## src/rtl/booth_pkg.sv

```systemverilog
// Shared types and constants for the sequential Booth multiplier.
package booth_pkg;

   localparam int unsigned WIDTH = 32;
   localparam int unsigned CNT_W = 6;

   // Shift-control codes used across the multiplication unit's datapath.
   typedef enum logic [1:0] {
      SH_NOP   = 2'b00,
      SH_RIGHT = 2'b01,
      SH_LEFT  = 2'b10,
      SH_ZERO  = 2'b11
   } shift_e;

   typedef enum logic [1:0] {
      BOOTH_NOP = 2'b00,
      BOOTH_ADD = 2'b01,
      BOOTH_SUB = 2'b10
   } booth_op_e;

   typedef enum logic [1:0] {
      IDLE = 2'b00,
      RUN  = 2'b01,
      DONE = 2'b10
   } state_e;

   // Radix-2 Booth recoding of the pair {Q[0], q_1}.
   function automatic booth_op_e booth_decode(input logic q0, input logic q1);
      booth_op_e op;
      unique case ({q0, q1})
         2'b01:   op = BOOTH_ADD;
         2'b10:   op = BOOTH_SUB;
         default: op = BOOTH_NOP;
      endcase
      return op;
   endfunction

endpackage

```

## src/rtl/booth_mult_seq_if.sv

```systemverilog
// Operand and product valid/ready handshake bundle for booth_mult_seq.
interface booth_mult_seq_if
   import booth_pkg::*;
#(
   parameter int unsigned W = WIDTH
);

   logic             in_valid;
   logic             in_ready;
   logic [W-1:0]     multiplicand;
   logic [W-1:0]     multiplier;
   logic             out_valid;
   logic             out_ready;
   logic [2*W-1:0]   product;

   // Producer/consumer side (drives operands, accepts the product).
   modport master (
      output in_valid, multiplicand, multiplier, out_ready,
      input  in_ready, out_valid, product
   );

   // Multiplier side.
   modport slave (
      input  in_valid, multiplicand, multiplier, out_ready,
      output in_ready, out_valid, product
   );

endinterface

```

## src/rtl/booth_step.sv

```systemverilog
// One radix-2 Booth step: conditional add/subtract of M into the guarded
// accumulator followed by an arithmetic right shift of {A,Q,q_1}.
module booth_step
   import booth_pkg::*;
#(
   parameter int unsigned WIDTH = 32
) (
   input  logic [WIDTH:0]   a_i,
   input  logic [WIDTH-1:0] q_i,
   input  logic             q1_i,
   input  logic [WIDTH-1:0] m_i,
   output logic [WIDTH:0]   a_o,
   output logic [WIDTH-1:0] q_o,
   output logic             q1_o
);

   booth_op_e       op;
   logic [WIDTH:0]  m_ext;
   logic [WIDTH:0]  addend;
   logic            cin;
   logic [WIDTH:0]  sum;

   // Add, subtract (as ~M + 1) or pass, then shift right arithmetically.
   always_comb begin
      op     = booth_decode(q_i[0], q1_i);
      m_ext  = {m_i[WIDTH-1], m_i};
      addend = '0;
      cin    = 1'b0;
      unique case (op)
         BOOTH_ADD: begin
            addend = m_ext;
            cin    = 1'b0;
         end
         BOOTH_SUB: begin
            addend = ~m_ext;
            cin    = 1'b1;
         end
         default: begin
            addend = '0;
            cin    = 1'b0;
         end
      endcase
      sum  = a_i + addend + {{WIDTH{1'b0}}, cin};
      a_o  = {sum[WIDTH], sum[WIDTH:1]};
      q_o  = {sum[0], q_i[WIDTH-1:1]};
      q1_o = q_i[0];
   end

endmodule

```

## src/rtl/booth_mult_seq.sv

```systemverilog
// Iterative radix-2 Booth multiplier, signed WIDTHxWIDTH -> 2*WIDTH,
// one step per clock, valid/ready on both operand and product sides.
module booth_mult_seq
   import booth_pkg::*;
#(
   parameter int unsigned WIDTH = 32,
   parameter int unsigned CNT_W = 6
) (
   input  logic              clk,
   input  logic              rst_n,
   booth_mult_seq_if.slave   bus
);

   state_e                 state_q, state_d;
   logic [WIDTH:0]         a_q, a_d;
   logic [WIDTH-1:0]       q_q, q_d;
   logic                   q1_q, q1_d;
   logic [WIDTH-1:0]       m_q, m_d;
   logic [CNT_W-1:0]       cnt_q, cnt_d;
   logic [2*WIDTH-1:0]     prod_q, prod_d;

   logic [WIDTH:0]         step_a;
   logic [WIDTH-1:0]       step_q;
   logic                   step_q1;
   logic                   last_step;

   booth_step #(
      .WIDTH (WIDTH)
   ) u_step (
      .a_i  (a_q),
      .q_i  (q_q),
      .q1_i (q1_q),
      .m_i  (m_q),
      .a_o  (step_a),
      .q_o  (step_q),
      .q1_o (step_q1)
   );

   assign last_step = (cnt_q == CNT_W'(1));

   // FSM state register.
   always_ff @(posedge clk or negedge rst_n) begin
      if (!rst_n) begin
         state_q <= IDLE;
      end else begin
         state_q <= state_d;
      end
   end

   // FSM next-state: accept, count out the steps, wait for the consumer.
   always_comb begin
      state_d = state_q;
      unique case (state_q)
         IDLE:    if (bus.in_valid)  state_d = RUN;
         RUN:     if (last_step)     state_d = DONE;
         DONE:    if (bus.out_ready) state_d = IDLE;
         default:                    state_d = IDLE;
      endcase
   end

   // FSM outputs: handshake flags are pure functions of the state.
   always_comb begin
      bus.in_ready  = (state_q == IDLE);
      bus.out_valid = (state_q == DONE);
   end

   // Datapath registers.
   always_ff @(posedge clk or negedge rst_n) begin
      if (!rst_n) begin
         a_q    <= '0;
         q_q    <= '0;
         q1_q   <= 1'b0;
         m_q    <= '0;
         cnt_q  <= '0;
         prod_q <= '0;
      end else begin
         a_q    <= a_d;
         q_q    <= q_d;
         q1_q   <= q1_d;
         m_q    <= m_d;
         cnt_q  <= cnt_d;
         prod_q <= prod_d;
      end
   end

   // Datapath next-state. The product is captured from the final step's
   // result so it stays put once a new operation reloads A and Q.
   always_comb begin
      a_d    = a_q;
      q_d    = q_q;
      q1_d   = q1_q;
      m_d    = m_q;
      cnt_d  = cnt_q;
      prod_d = prod_q;
      unique case (state_q)
         IDLE: begin
            if (bus.in_valid) begin
               m_d   = bus.multiplicand;
               q_d   = bus.multiplier;
               a_d   = '0;
               q1_d  = 1'b0;
               cnt_d = CNT_W'(WIDTH);
            end
         end
         RUN: begin
            a_d   = step_a;
            q_d   = step_q;
            q1_d  = step_q1;
            cnt_d = cnt_q - CNT_W'(1);
            if (last_step) begin
               prod_d = {step_a[WIDTH-1:0], step_q};
            end
         end
         default: ;
      endcase
   end

   assign bus.product = prod_q;

endmodule
```

## src/flat_wrapper.sv

```systemverilog
// flat-port wrapper written by rule: the top's interface ports become plain ports
module booth_mult_seq_flat import booth_pkg::*;
#(
   parameter int unsigned WIDTH = 32,
   parameter int unsigned CNT_W = 6
)
  (clk, rst_n, bus_in_valid, bus_multiplicand, bus_multiplier, bus_out_ready, bus_in_ready, bus_out_valid, bus_product);
  booth_mult_seq_if bus_i ();
  input  logic clk;
  input  logic rst_n;
  input wire logic [$bits(bus_i.in_valid)-1:0] bus_in_valid;
  input wire logic [$bits(bus_i.multiplicand)-1:0] bus_multiplicand;
  input wire logic [$bits(bus_i.multiplier)-1:0] bus_multiplier;
  input wire logic [$bits(bus_i.out_ready)-1:0] bus_out_ready;
  output wire logic [$bits(bus_i.in_ready)-1:0] bus_in_ready;
  output wire logic [$bits(bus_i.out_valid)-1:0] bus_out_valid;
  output wire logic [$bits(bus_i.product)-1:0] bus_product;
  assign bus_i.in_valid = bus_in_valid;
  assign bus_i.multiplicand = bus_multiplicand;
  assign bus_i.multiplier = bus_multiplier;
  assign bus_i.out_ready = bus_out_ready;
  assign bus_in_ready = bus_i.in_ready;
  assign bus_out_valid = bus_i.out_valid;
  assign bus_product = bus_i.product;
  booth_mult_seq #(.WIDTH(WIDTH), .CNT_W(CNT_W)) u_core (.clk(clk), .rst_n(rst_n), .bus(bus_i));
endmodule
```

## config.mk

```make
export PLATFORM = sky130hd
export DESIGN_NAME = booth_mult_seq_flat
export DESIGN_NICKNAME = d
export VERILOG_FILES = /design/src/rtl/booth_pkg.sv /design/src/rtl/booth_mult_seq_if.sv /design/src/rtl/booth_step.sv /design/src/rtl/booth_mult_seq.sv /design/src/flat_wrapper.sv
export SDC_FILE = /design/constraint.sdc
export NUM_CORES = 1
export LEC_CHECK = 0
export BUFFER_PORTS_ARGS = -buffer_cell sky130_fd_sc_hd__buf_4
export CAP_MARGIN = 20
export CORE_MARGIN = 2
export CORE_UTILIZATION = 26
export DETAILED_ROUTE_END_ITERATION = 12
export GPL_TIMING_DRIVEN = 0
export HOLD_SLACK_MARGIN = 0.15
export PLACE_DENSITY = 0.47
export SLEW_MARGIN = 5
export SYNTH_ARGS = -nofsm -noshare
export SYNTH_HDL_FRONTEND = slang
export SYNTH_SLANG_ARGS = --single-unit
```

## constraint.sdc

```tcl
create_clock -name clk -period 3.9 [get_ports clk]
set_input_delay 0.195 -clock clk [delete_from_list [all_inputs] [get_ports clk]]
set_output_delay 0.195 -clock clk [all_outputs]
set_load 0.01 [all_outputs]
```

# Yosys cells after proc, flatten, opt, wreduce, memory -nomap -nowiden
# Index checks and enable logic that the tools add are counted.
classes:
  n_bitwise: 1
  n_addsub: 3
  reduce_logical: 6
  n_mux: 15
  eq_ne: 10
op_table:
  columns: ["cell", "count"]
  rows:
  - ["one-hot mux 33 bit (2 select lines)", 2]
  - ["one-hot mux 32 bit (2 select lines)", 1]
  - ["adder 33 x 1 -> 33 bit", 1]
  - ["adder 33 bit", 1]
  - ["two-way mux 33 bit", 1]
  - ["inverter 33 bit", 1]
  - ["two-way mux 32 bit", 1]
  - ["one-hot mux 6 bit (2 select lines)", 1]
  - ["equality test 2 x 1 -> 1 bit, second input constant", 3]
  - ["equality test 2 bit, second input constant", 3]
  - ["equality test 6 x 1 -> 1 bit, second input constant", 1]
  - ["two-way mux 2 bit", 3]
  - ["two-way mux 6 bit", 1]
  - ["one-hot mux 2 bit (3 select lines)", 1]
  - ["AND reduction 2 bit", 3]
  - ["subtractor 6 x 1 -> 6 bit, second input constant", 1]
  - ["!= test 2 bit, second input constant", 2]
  - ["one-hot mux 2 bit (2 select lines)", 1]
  - ["AND reduction 3 bit", 1]
  - ["zero test 2 bit", 1]
  - ["two-way mux 1 bit", 2]
  - ["!= test 2 x 1 -> 1 bit, second input constant", 1]
  - ["one-hot mux 1 bit (2 select lines)", 1]
  - ["nonzero test 2 bit", 1]
totals:
  reg_bits: 170
  in_bits: 68
  output_inout_bits: 66

# Depth between registers and ports, before layout
logic_depth:
  word_depth: 7
  mapped_depth: 14
  ltp_nobuf: 12

# By module
# A second synthesis with hierarchy kept.
hier_totals:
  cells_unflattened: 962
  hier_area_um2: 9272.6
by_module_without_submodules:
  columns: ["module", "cells_per_inst", "area_each_um2", "n_inst"]
  rows:
  - ["booth_mult_seq", 599, 6841.6, 1]
  - ["booth_step", 363, 2431.1, 1]

# Least setup slack after synthesis
# Ideal clock, no wire load.
synth_timing:
  kind: "reg2reg"
  from: "reg u_core.q_q[0]"
  to: "reg u_core.a_q[27]"
  synth_period_minus_slack_ps: 3135
  path_slack_ps: 765
  arrival_ps: 3067
  stages_incl_launch_ff: 15
  path_buffers: 2
  path_cell_list: "dfrtp_1 > nor2b_1 > clkbuf_1 > clkbuf_1 > nand2_1 > o21ai_0 > fa_1 > fa_1 > a21oi_1 > o211a_1 > or3_4 > a21o_1 > and3b_4 > or4_1 > nand3_1"
synth_via:
  elab_chain_cells: 7
  elab_cells_between_ends: 10
  classes_between: "add/sub (2); eq/ne (4); mux (4)"
synth_rtl:
  columns: ["item", "line_no", "text"]
  rows:
  - ["from (decl)", "booth_mult_seq.sv:16", "logic [WIDTH-1:0] q_q, q_d;"]
  - ["from (signal assigned)", "booth_mult_seq.sv:78", "q_q <= q_d;"]
  - ["equality test 2 bit or equality test 2 x 1 -> 1 bit (tied branches)", "booth_pkg.sv:30", "unique case ({q0, q1})"]
  - ["one-hot mux 2 bit (2 select lines) (*)", "booth_pkg.sv:30", null]
  - ["equality test 2 bit or equality test 2 x 1 -> 1 bit (tied branches)", "booth_step.sv:29", "unique case (op)"]
  - ["one-hot mux 33 bit (2 select lines)", "booth_step.sv:29", null]
  - ["adder 33 bit", "booth_step.sv:43", "sum = a_i + addend + {{WIDTH{1'b0}}, cin};"]
  - ["adder 33 x 1 -> 33 bit (*)", "booth_step.sv:43", null]
  - ["one-hot mux 33 bit (2 select lines) (*)", "booth_mult_seq.sv:95", "unique case (state_q)"]
  - ["to (signal assigned)", "booth_mult_seq.sv:70", "a_q <= '0;"]
  - ["to (signal assigned)", "booth_mult_seq.sv:77", "a_q <= a_d;"]
  - ["to (decl)", "booth_mult_seq.sv:15", "logic [WIDTH:0] a_q, a_d;"]
# Every way passes the cells marked *; elsewhere a longest branch is shown, timed or not.
# A chain may end at the register's enable or synchronous reset.

# Final worst setup path
layout_timing:
  from: "reg u_core.q_q[0]"
  to: "reg u_core.prod_q[61] (netlist: u_core.bus.product[61])"
layout_via:
  elab_chain_cells: 6
  elab_cells_between_ends: 9
  classes_between: "add/sub (2); eq/ne (4); mux (3)"
layout_rtl:
  columns: ["item", "line_no", "text"]
  rows:
  - ["equality test 2 bit or equality test 2 x 1 -> 1 bit (tied branches)", "booth_pkg.sv:30", null]
  - ["one-hot mux 2 bit (2 select lines) (*)", "booth_pkg.sv:30", null]
  - ["equality test 2 bit or equality test 2 x 1 -> 1 bit (tied branches)", "booth_step.sv:29", null]
  - ["one-hot mux 33 bit (2 select lines)", "booth_step.sv:29", null]
  - ["adder 33 bit", "booth_step.sv:43", null]
  - ["adder 33 x 1 -> 33 bit (*)", "booth_step.sv:43", null]
  - ["to (signal assigned)", "booth_mult_seq.sv:82", "prod_q <= prod_d;"]
  - ["to (decl)", "booth_mult_seq.sv:20", "logic [2*WIDTH-1:0] prod_q, prod_d;"]
# Marks and branches as above.

==> results.json <==
{
  "area_delta_synth_final_pct": 32.0,
  "drive_gt1_share_pct": 14.3,
  "synth.cell_area_mm2": 0.00879,
  "cap_violations": 0,
  "worst_slack_ns": 0.192,
  "slowest_delay_ns": 0.48,
  "ys_seq_area_share_pct": 48.1,
  "cp_cell_sequence": "nor2b_1, clkbuf_1, clkbuf_2, nand2_1, o21ai_0, fa_1, fa_1, a21oi_1, o211a_1, or3_4, nand4_1, nand3_1, or4_1, nand3_1",
  "die_w_um": 188,
  "crit_type": "reg -> reg",
  "ctsHtreeMaxLevel": 4,
  "clock_skew_ns": 0.0108,
  "min-delay-path-class": "in -> async",
  "slew_headroom_pct": 50.7,
  "postPlaceCellArea_mm2": 0.0104,
  "grt_pass1_vias": 8098,
  "cts.sinks": 169,
  "io_pins": 134,
  "clockBufferDepth": 2,
  "nNetsFinal": 1367,
  "routedWlPerCell_um": 16.3,
  "cts_buffers": 17,
  "hold_violations": 0,
  "start_util_pct": 26.3,
  "grt_max_degree": 101,
  "drtAntennaViolNets": 0,
  "start_kind": "register",
  "globalRouteOverflowTotal": 0,
  "dr.pass1.iters": 4,
  "worst_slew_pin_slew_ns": 0.740,
  "ys.warnings.count": 0,
  "antenna_cells": 0,
  "fmax_ghz": 0.270,
  "cp_max_fo": 10,
  "grt_pass1_wl_um": 45100,
  "synthDistinctLibCells": 54,
  "grt_usage_pct": 16.3,
  "clock-root-buffer": "clkbuf_16",
  "vias": 8057,
  "drc": 0,
  "hold_slack_ns": 0.297,
  "synth_top_area_share_pct": 48.1,
  "dr.first_iter.drc_count": 506,
  "status": "finished clean",
  "vias_per_cell": 4.68,
  "routabilityCongestion": 0.843,
  "routed_wl_um": 28100,
  "synth_area_leaders": "dfrtp_1 48%, nand2_1 15%, o21ai_0 6.0%, ha_1 4.7%, a22oi_1 2.9%",
  "die_h_um": 188,
  "synth.avg_cell_area_um2": 8.42,
  "cts_tree": "done",
  "grt_antenna_before_repair": 0,
  "io_buffers": 133,
  "fp.coreArea_mm2": 0.0334,
  "ir_drop_mv": 0.380,
  "slew_viol_final": 0,
  "crit_required_ns": 4.27,
  "finalInstanceArea_mm2": 0.0116,
  "period_share_pct": 95.1,
  "synthCells": 1044,
  "clkLatencyLatePin_ns": 0.44,
  "place_ws_ns": -0.0211,
  "report.power.total_w": 0.0106,
  "yosys.area.top_type": "dfrtp_1",
  "post-dp-hpwl_um": 20300,
  "synth-edff-count": 0,
  "ys_ff_latch": 169,
  "setup_viol": 0,
  "p_leak_nw": 5.49,
  "num_rows": 67,
  "cp_data_arrival_time_ns": 4.08,
  "clk_pin_slew_worst_paths_ns": 0.07,
  "end_kind": "register",
  "rsz0062_at_grt": "no",
  "die_area_mm2": 0.0353,
  "async_flop_share_pct": 100,
  "p_per_area_mw_per_mm2": 910,
  "synth_flop_cell": "dfrtp_1",
  "synth.net_count": 1147,
  "slowest_stage": "or4_1",
  "min_period_ns": 3.71
}
-- what timing repair did --
item | in CTS | in global routing
buffers inserted | 0 | 0
endpoints found under the hold margin | 134 | 0
setup endpoints to repair | 4 | 4
hold buffers | 66 | 0
gates resized for setup | 2 | 3
pin swaps | 0 | 0
-- synth_stat cells (all sizes together) (8+ instances only) --
cell type  instances
nand4             16
xnor2              8
o21ai            106
dfrtp            169
inv               15
buf               10
xor2              16
a31oi             13
a21oi             39
clkbuf            57
nand2            357
nand3             42
a21o              13
a22oi             34
nor2              25
ha                33
-- layout make-up --
| class | instances | area, um^2 |
|---|---|---|
| Buffer | 67 | 265 |
| Clock buffer | 22 | 464 |
| Clock inverter | 8 | 73.8 |
| Fill cell | 3555 | 21900 |
| Inverter | 15 | 56.3 |
| Multi-Input combinational cell | 793 | 4240 |
| Sequential cell | 169 | 4230 |
| Tap cell | 448 | 561 |
| Timing Repair Buffer | 201 | 1710 |
-- placed cells by master, fill, tap and decap left out, types with 3 or more instances in the layout --
master	count
a211oi_1	7
a22oi_1	34
o21a_1	6
xor2_1	16
clkbuf_1	55
or4_1	5
nand2b_1	5
o21ai_0	105
xnor2_1	8
inv_1	15
ha_1	33
buf_2	6
and3_1	4
and2_1	4
clkbuf_16	17
nand4_1	16
a21oi_1	39
dlygate4sd3_1	66
clkbuf_2	5
nor3_1	7
o211ai_1	7
dfrtp_1	168
o31ai_1	4
nor4_1	5
nand2_1	356
o21bai_1	3
nor2_1	25
a21o_1	13
nand3_1	42
nor2b_1	3
a31oi_1	13
clkinv_2	4
buf_1	4
mux2i_1	4
buf_4	132
-- cell families (layout without fill, tap and decap cells) --
| logic type | after synthesis | count (layout) | synth area share (%) |
|---|---|---|---|
| simple gates | 482 | 482 | 23.0 |
| compound gates | 247 | 247 | 17.1 |
| flops | 169 | 169 | 48.1 |
| buf+inv | 82 | 313 | 3.62 |
| fa+ha+maj | 35 | 35 | 5.15 |
| xor+xnor | 24 | 24 | 2.39 |
| mux | 5 | 5 | 0.584 |
-- critical path, delay by kind of cell (launching register included) --
kind | cells | cell delay, ns
AND/OR/NAND/NOR | 7 | 1.61
flip-flops | 1 | 0.46
buffers and inverters | 2 | 0.49
AO/OA/AOI/OAI | 3 | 0.53
adder cells (fa/ha/maj) | 2 | 0.55
-- routing by layer --
metal / wire length [um] / GRT usage [%] / up-vias / part of all wire [%]
met5: 0 / 0 / - / 0
met4: 399 / 4.66 / 0 / 1.4
met3: 982 / 2.58 / 17 / 3.5
met2: 13000 / 26.2 / 166 / 46
met1: 13700 / 22.7 / 3837 / 49
li1: - / - / 4037 / -
-- through the flow --
stage / setup TNS (ns) / utilization [%] / std cells
after floorplan: 0 / - / 1044
after global placement: 0 / 30.9 / 1625
after detailed placement: -0.0211 / 31.1 / 1627
after CTS: 0 / 34.7 / 1723
after global routing: 0 / 34.7 / 1723
final: 0 / 34.7 / 1723
-- path summary, 6_finish.rpt --
path | start | slack [ns] | end | cells after the start
setup / recovery | u_core.q_q[0] | 0.19 | u_core.bus.product[61] | 14
hold / removal | rst_n | 0.30 | u_core.bus.product[39] | 2
setup reg to reg | u_core.q_q[0] | 0.19 | u_core.bus.product[61] | 14
hold reg to reg | u_core.bus.product[1] | 0.47 | u_core.bus.product[1] | 2
max in group asynchronous | rst_n | 2.61 | u_core.q_q[0] | 3
min in group clk | bus_in_valid | 0.38 | u_core.cnt_q[3] | 5
-- power breakdown --
part	switching, W	internal [W]
clock network	0.000724	0.000903
registers	0.000515	0.00257
logic	0.00364	0.00220
total	0.00488	0.00567
-- state kept, by name, indices dropped and copies added, names as in the netlist --
| name | count |
|---|---|
| u_core.bus.product | 64 |
| u_core.a_q | 32 |
| u_core.m_q | 32 |
| u_core.q_q | 32 |
| u_core.cnt_q | 6 |
| u_core.state_q | 2 |
| u_core.q1_q | 1 |
No activity file was read; power rests on OpenSTA's default activity.
